===== src/rtl/trn_rr_arbiter.sv =====
// N-channel arbiter for the shared TRN endpoint interface: round-robin or fixed-priority offers,
// held with a timeout, followed by a configurable idle gap; flags foreign drive as a sticky error.
module trn_rr_arbiter #(
    parameter int unsigned N_CH       = 4,
    parameter int unsigned ID_W       = 2,
    parameter int unsigned MODE       = 0,
    parameter int unsigned OFFER_TO   = 64,
    parameter int unsigned GAP_CYCLES = 1
) (
    input  logic            trn_clk,
    input  logic            reset,
    input  logic [N_CH-1:0] req,
    input  logic [N_CH-1:0] driven,
    output logic [N_CH-1:0] turn,
    output logic [ID_W-1:0] grant_id,
    output logic            busy,
    output logic            timeout_pulse,
    output logic            protocol_err
);

    typedef enum logic [1:0] {StIdle, StOffer, StBusy, StGap} state_e;

    // With no gap configured, a release lands directly in IDLE.
    localparam state_e RelState = (GAP_CYCLES == 0) ? StIdle : StGap;

    state_e          state_q;
    logic [ID_W-1:0] last_q;
    logic [15:0]     wait_q;
    logic [3:0]      gap_q;

    logic [ID_W-1:0] pick;
    logic            pick_vld;
    logic            own_drv;
    logic            other_drv;

    always_comb begin
        int unsigned     idx;
        logic [ID_W-1:0] ix;
        pick     = '0;
        pick_vld = 1'b0;
        idx      = 0;
        ix       = '0;
        for (int unsigned i = 0; i < N_CH; i++) begin
            if (MODE == 1) begin
                idx = i;
            end else begin
                idx = (32'(last_q) + i + 1) % N_CH;
            end
            ix = ID_W'(idx);
            if (!pick_vld && req[ix]) begin
                pick_vld = 1'b1;
                pick     = ix;
            end
        end
    end

    // grant_id holds the channel currently owning the offer/grant.
    assign own_drv   = driven[grant_id];
    assign other_drv = |(driven & ~(N_CH'(1) << grant_id));

    always_ff @(posedge trn_clk) begin
        if (reset) begin
            state_q       <= StIdle;
            last_q        <= ID_W'(N_CH - 1);
            wait_q        <= '0;
            gap_q         <= '0;
            turn          <= '0;
            grant_id      <= '0;
            busy          <= 1'b0;
            timeout_pulse <= 1'b0;
            protocol_err  <= 1'b0;
        end else begin
            timeout_pulse <= 1'b0;
            if ((state_q == StOffer || state_q == StBusy) && other_drv) begin
                protocol_err <= 1'b1;
            end
            case (state_q)
                StIdle: begin
                    if (driven == '0 && pick_vld) begin
                        turn     <= N_CH'(1) << pick;
                        grant_id <= pick;
                        busy     <= 1'b1;
                        wait_q   <= '0;
                        state_q  <= StOffer;
                    end
                end
                StOffer: begin
                    if (own_drv) begin
                        turn    <= '0;
                        last_q  <= grant_id;
                        state_q <= StBusy;
                    end else if (!req[grant_id]) begin
                        turn    <= '0;
                        last_q  <= grant_id;
                        busy    <= 1'b0;
                        gap_q   <= '0;
                        state_q <= RelState;
                    end else if (wait_q == 16'(OFFER_TO - 1)) begin
                        turn          <= '0;
                        last_q        <= grant_id;
                        busy          <= 1'b0;
                        timeout_pulse <= 1'b1;
                        gap_q         <= '0;
                        state_q       <= RelState;
                    end else if (wait_q != 16'hFFFF) begin
                        wait_q <= wait_q + 16'd1;
                    end
                end
                StBusy: begin
                    if (!own_drv) begin
                        busy    <= 1'b0;
                        gap_q   <= '0;
                        state_q <= RelState;
                    end
                end
                StGap: begin
                    if (gap_q == 4'(GAP_CYCLES - 1)) begin
                        state_q <= StIdle;
                    end else begin
                        gap_q <= gap_q + 4'd1;
                    end
                end
                default: state_q <= StIdle;
            endcase
        end
    end

endmodule


===== config.mk =====
export PLATFORM = sky130hd
export DESIGN_NAME = trn_rr_arbiter
export DESIGN_NICKNAME = d
export VERILOG_FILES = /design/src/rtl/trn_rr_arbiter.sv
export SDC_FILE = /design/constraint.sdc
export NUM_CORES = 1
export LEC_CHECK = 0
export BUFFER_PORTS_ARGS = -buffer_cell sky130_fd_sc_hd__buf_2
export CORE_MARGIN = 3
export CORE_UTILIZATION = 63
export CTS_CLUSTER_SIZE = 16
export DETAILED_ROUTE_END_ITERATION = 6
export HOLD_SLACK_MARGIN = 0.12
export PLACE_DENSITY = 0.84
export SLEW_MARGIN = 20
export SYNTH_ARGS = -nofsm -noshare
export SYNTH_HDL_FRONTEND = slang
export SYNTH_SLANG_ARGS = --single-unit

===== constraint.sdc =====
create_clock -name trn_clk -period 6.1 [get_ports trn_clk]
set_input_delay 0.305 -clock trn_clk [delete_from_list [all_inputs] [get_ports trn_clk]]
set_output_delay 0.305 -clock trn_clk [all_outputs]
set_load 0.02 [all_outputs]

* Yosys cells after proc, flatten, opt, wreduce, memory -nomap -nowiden
Index checks and enable logic that the tools add are counted.
** Storage, ports and cells
- Logic and storage cells :: 120
- Bits of input ports :: 10
- Output and inout port bits :: 9
- Flip-flop bits (word level) :: 33
** Operators by class
- Mux-type cells :: 52
- Equal/unequal tests :: 16
- Magnitude comparators :: 5
- Bitwise logic cells :: 4
- Add/sub/neg operators :: 8
- Reduce and logical (&&, ||, !) cells :: 24
- Shifts and indexed selects :: 2
** Operator list (number)
- two-way mux 16 bit :: 5
- one-hot mux 16 bit (2 select lines) :: 1
- two-way mux 4 bit :: 7
- two-way mux 2 bit :: 13
- adder 16 x 1 -> 16 bit, second input constant :: 1
- == test 16 x 6 -> 1 bit, second input constant :: 1
- two-way mux 1 bit :: 16
- != test 16 bit, second input constant :: 1
- less-than comparator 2 x 3 -> 1 bit, second input constant :: 5
- binary-select mux 1 bit (select 2 bit) :: 6
- != test 2 bit, second input constant :: 6
- one-hot mux 4 bit (3 select lines) :: 1
- AND reduction 5 bit :: 2
- adder 2 x 1 -> 2 bit, second input constant :: 4
- zero test 4 bit :: 2
- one-hot mux 2 bit (4 select lines) :: 1
- one-hot mux 4 bit (2 select lines) :: 1
- OR reduction 4 bit :: 2
- left shift 1 x 2 -> 4 bit, first input constant :: 2
- != test 3 x 2 -> 1 bit, second input constant :: 2
- AND reduction 6 bit :: 1
- nonzero test 3 bit :: 2
- logical AND 1 bit :: 5
- adder 2 bit, second input constant :: 2
- 16 further kinds :: 22

* Longest topological paths before layout
- Depth in word-level cells :: 16
- Gate-level depth with buffers :: 9

* Worst setup path before layout
No wires, ideal clock.
- Path type :: reg2reg
- From :: register grant_id[0]
- To :: register wait_q[7]
- Slack :: 3.736 ns
- Buffers on the path :: 2
- Arrival time :: 2.293 ns
- Stages on the path, launching flop included :: 8
- Cell sequence :: dfxtp_1 buf_2 mux4_2 nand2b_1 o21a_1 buf_2 or4_1 a21oi_1
** Between the ends
- Word-level cells in the longest chain between the ends :: 4
- Elaborated cells between the ends (all ways) :: 7
** RTL lines
- start: declaration :: RTL line 15 : output logic [ID_W-1:0] grant_id,
- start signal: assignment :: RTL line 81 : grant_id <= pick;
- binary-select mux 1 bit (select 2 bit), on equally long branches :: RTL line 92, 58
- two-way mux 1 bit, on equally long branches :: RTL line 92, 58
- != test 2 x 1 -> 1 bit (no line) or != test 2 bit (tied branches)
- AND reduction 6 bit (no line) *
- end signal: assignment :: RTL line 106 : wait_q <= wait_q + 16'd1;
- end: declaration :: RTL line 28 : logic [15:0] wait_q;
Every way passes the cells marked *; elsewhere a longest branch is shown, timed or not. The select of a mux whose other input is x is not followed.
A chain may end at the register's enable or synchronous reset.

* Final worst setup path
- From :: register grant_id[0]
- To :: register wait_q[3]
The elaborated chain is that of the path after synthesis.

==> flow_summary_export.csv <==
group,metric,value,unit
yosys,synth_cells,241,
hold_path,hold_path.class,"in2reg",
drt,drt_first_pass_iters,4,
placed_design,place_hpwl,3070,microns
yosys,postSynthAreaPerCell,8.24,sq um
placed_design,gp_congestion,0.792,
drt,wl,4320,microns
die,fp.dieW,62.2,microns
job,maxCapViolCount,0,
yosys,yosysSeqAreaShare,33.2,%
worst_setup_path,cp.required,6.36,ns
hold_path,min_from,"driven[0]",
yosys,yosysUniqueCellTypes,47,
worst_setup_path,critPathCaptureType,"register",
sta,fin_setup_tns,0,ns
sta,rsz0062_at_grt,"false",
sta,fin_worst_skew,0.00726,ns
drt,routed_via_density,6.49,
yosys,synth_seq_cells,33,
drt,drt_first_iter_violations,142,
cts,ctsResizeCount,0,
die,dieArea,0.00386,sq mm
die,rows,19,
yosys,async_flop_share,0,%
layout,final_common_cell,"dfxtp_1",
yosys,synth_area,0.00199,sq mm
cts,clockBufferDepth,2,
drt,wl_per_cell,14.6,microns
cts,clk-insertion-delay-late,0.34,ns
sta,fmax,0.377,GHz
die,core,0.00288,sq mm
cts,clk_pin_slew,0.10,ns
yosys,yosysWarnings,0,
run_status,outcome,"finished, final reports clean",
grt,antenna_found_initial,0,
die,fp.dieH,62.2,microns
sta,final-hold-violation-count,0,
yosys,synth_edf_count,0,
worst_setup_path,cp-start-kind,"register",
worst_setup_path,cp_max_fo,30,
die,io_pins,19,
worst_setup_path,reg2regPathDepth,5,
drt,vias,1921,
grt,grt_max_degree,31,
worst_setup_path,crit_type,"reg2reg",
worst_setup_path,r2r_setup_slack,3.45,ns
grt,grt_usage,22.5,%
drt,post-route-drc-count,0,
yosys,synth_area_leaders,"dfxtp_1 33%, a21oi_1 7.1%, or4_1 6.0%",
power_and_ir_drop,p_leak,0.755,nW
yosys,syn-num-nets,258,
layout,final_cell_mix,"33 x dfxtp_1, 28 x a21oi_1, 18 x buf_2, 16 x or4_1, 15 x nand2_1",
hold_path,holdPathEnd,"protocol_err$_SDFFE_PP0P_",
die,initial_core_util,69.1,%
sta,tightestPinTransition,0.861,ns
grt,grt_pass1_vias,1654,
cts,cts_sinks,33,
layout,drive_above_1_share,13.0,%
sta,min_period,2.65,ns
sta,slew_violations,0,
worst_setup_path,r2r_start,"grant_id[0]$_SDFFE_PP0P_",
yosys,synth_top_cell_by_area,"dfxtp_1",
layout,fill_cells,227,
cts,cts_tree,"yes",
sta,fin_crit_sh,43.5,%
cts,postCtsHoldBufs,0,
grt,grt_pass1_wl,7260,microns
placed_design,port_buffers,18,
layout,n_antenna_cell,0,
cts,cts-root-buf,"clkbuf_4",
power_and_ir_drop,total_power,567,uW
layout,syn_to_final_growth,7.56,%
hold_path,min_path_cells,3,
cts,cts_htree_levels,2,
grt,grt_overflow,0,
sta,relSlewSlack,42.6,%
worst_setup_path,worstPathArrival,2.92,ns
cts,numCtsBuffers,5,
sta,setup_viol,0,
drt,final_antenna_net_count,0,
yosys,synth-main-ff-cell,"dfxtp_1",
yosys,synth_top_area_share,33.2,%
power_and_ir_drop,ir_drop,188,uV
power_and_ir_drop,p_per_area,265,mW/mm^2
cts,post_cts_buffers,0,
worst_setup_path,r2r_end,"wait_q[3]$_SDFFE_PP0P_",
layout,nets,270,
-- layer usage --
metal  routed length, microns  global-route usage [%]  up-vias  share of wire [%]
li1                         -                       -      947                  -
met1                     1980                    28.1      910                 46
met2                     2010                    37.8       57                 47
met3                      266                    5.23        7                6.2
met4                       60                    8.29        0                1.4
met5                        0                       0        -                  0
-- cells in the mapped netlist (6+ instances only) --
cell	instances
dfxtp_1	33
a21oi_1	28
or4_1	16
nand2_1	15
inv_1	14
nand3_1	14
o31ai_1	13
nor2_1	10
o21ai_0	10
and3_1	7
ha_1	7
clkbuf_1	6
nand4_1	6
-- cell type report --
cell class | instances | area, sq um | share of cell area (%)
inverters | 15 | 56.3 | 2.63
multi-input cells | 180 | 1210 | 56.5
flip-flops and latches | 33 | 661 | 30.9
clock buffers | 7 | 65.1 | 3.04
repair buffers | 18 | 90.1 | 4.22
clock inverters | 1 | 5.00 | 0.234
well taps | 42 | 52.6 | 2.46
-- worst max-delay path, cell delays in order, from the launching register on --
cell,delay (ns)
dfxtp_1,0.51
mux4_2,0.61
nand2b_1,0.19
o21a_1,0.48
or4_1,0.62
a21oi_1,0.17
-- state kept, by name (all words and copies together), names as in the netlist --
register / cells
last_q: 2
timeout_pulse: 1
grant_id: 2
protocol_err: 1
gap_q: 4
wait_q: 16
state_q: 2
busy: 1
turn: 4
-- through the flow --
stage          instance area, sq um  setup WS (ns)  instances  hold slack, ns  utilization, %
2_1_floorplan                  1990           3.74        241           0.465               -
3_3_place_gp                   2070           3.53        288           0.431            71.9
3_5_place_dp                   2070           3.46        288           0.438            71.9
4_1_cts                        2140           3.45        296           0.324            74.3
5_1_grt                        2140           3.26        296           0.364            74.3
6_report                       2140           3.45        296           0.331            74.3
-- power breakdown --
part           leakage (nW)  internal (mW)  switching (mW)  total, mW
clock                0.0413         0.0668          0.0757      0.142
combinational         0.447         0.0636           0.117      0.180
sequential            0.267          0.231          0.0133      0.244
total                 0.755          0.361           0.206      0.567
-- logic make-up after synthesis --
kind of cell / share of synthesized area, %
compound gates: 23.2
fa+ha+maj: 4.41
buf+inv: 5.98
flops: 33.2
mux: 5.92
simple gates: 27.3
-- worst max path at each step --
stage,slack [ns],endpoint,cells after the start,startpoint
floorplan,3.74,wait_q[7]$_SDFFE_PP0P_,7,grant_id[0]$_SDFFE_PP0P_
finish,3.45,wait_q[3]$_SDFFE_PP0P_,5,grant_id[0]$_SDFFE_PP0P_
global placement,3.53,wait_q[7]$_SDFFE_PP0P_,6,driven[0]
detailed placement,3.46,wait_q[3]$_SDFFE_PP0P_,6,driven[0]
global route,3.26,wait_q[3]$_SDFFE_PP0P_,5,grant_id[0]$_SDFFE_PP0P_
CTS,3.45,wait_q[3]$_SDFFE_PP0P_,5,grant_id[0]$_SDFFE_PP0P_
(Power assumes the default switching activity.)
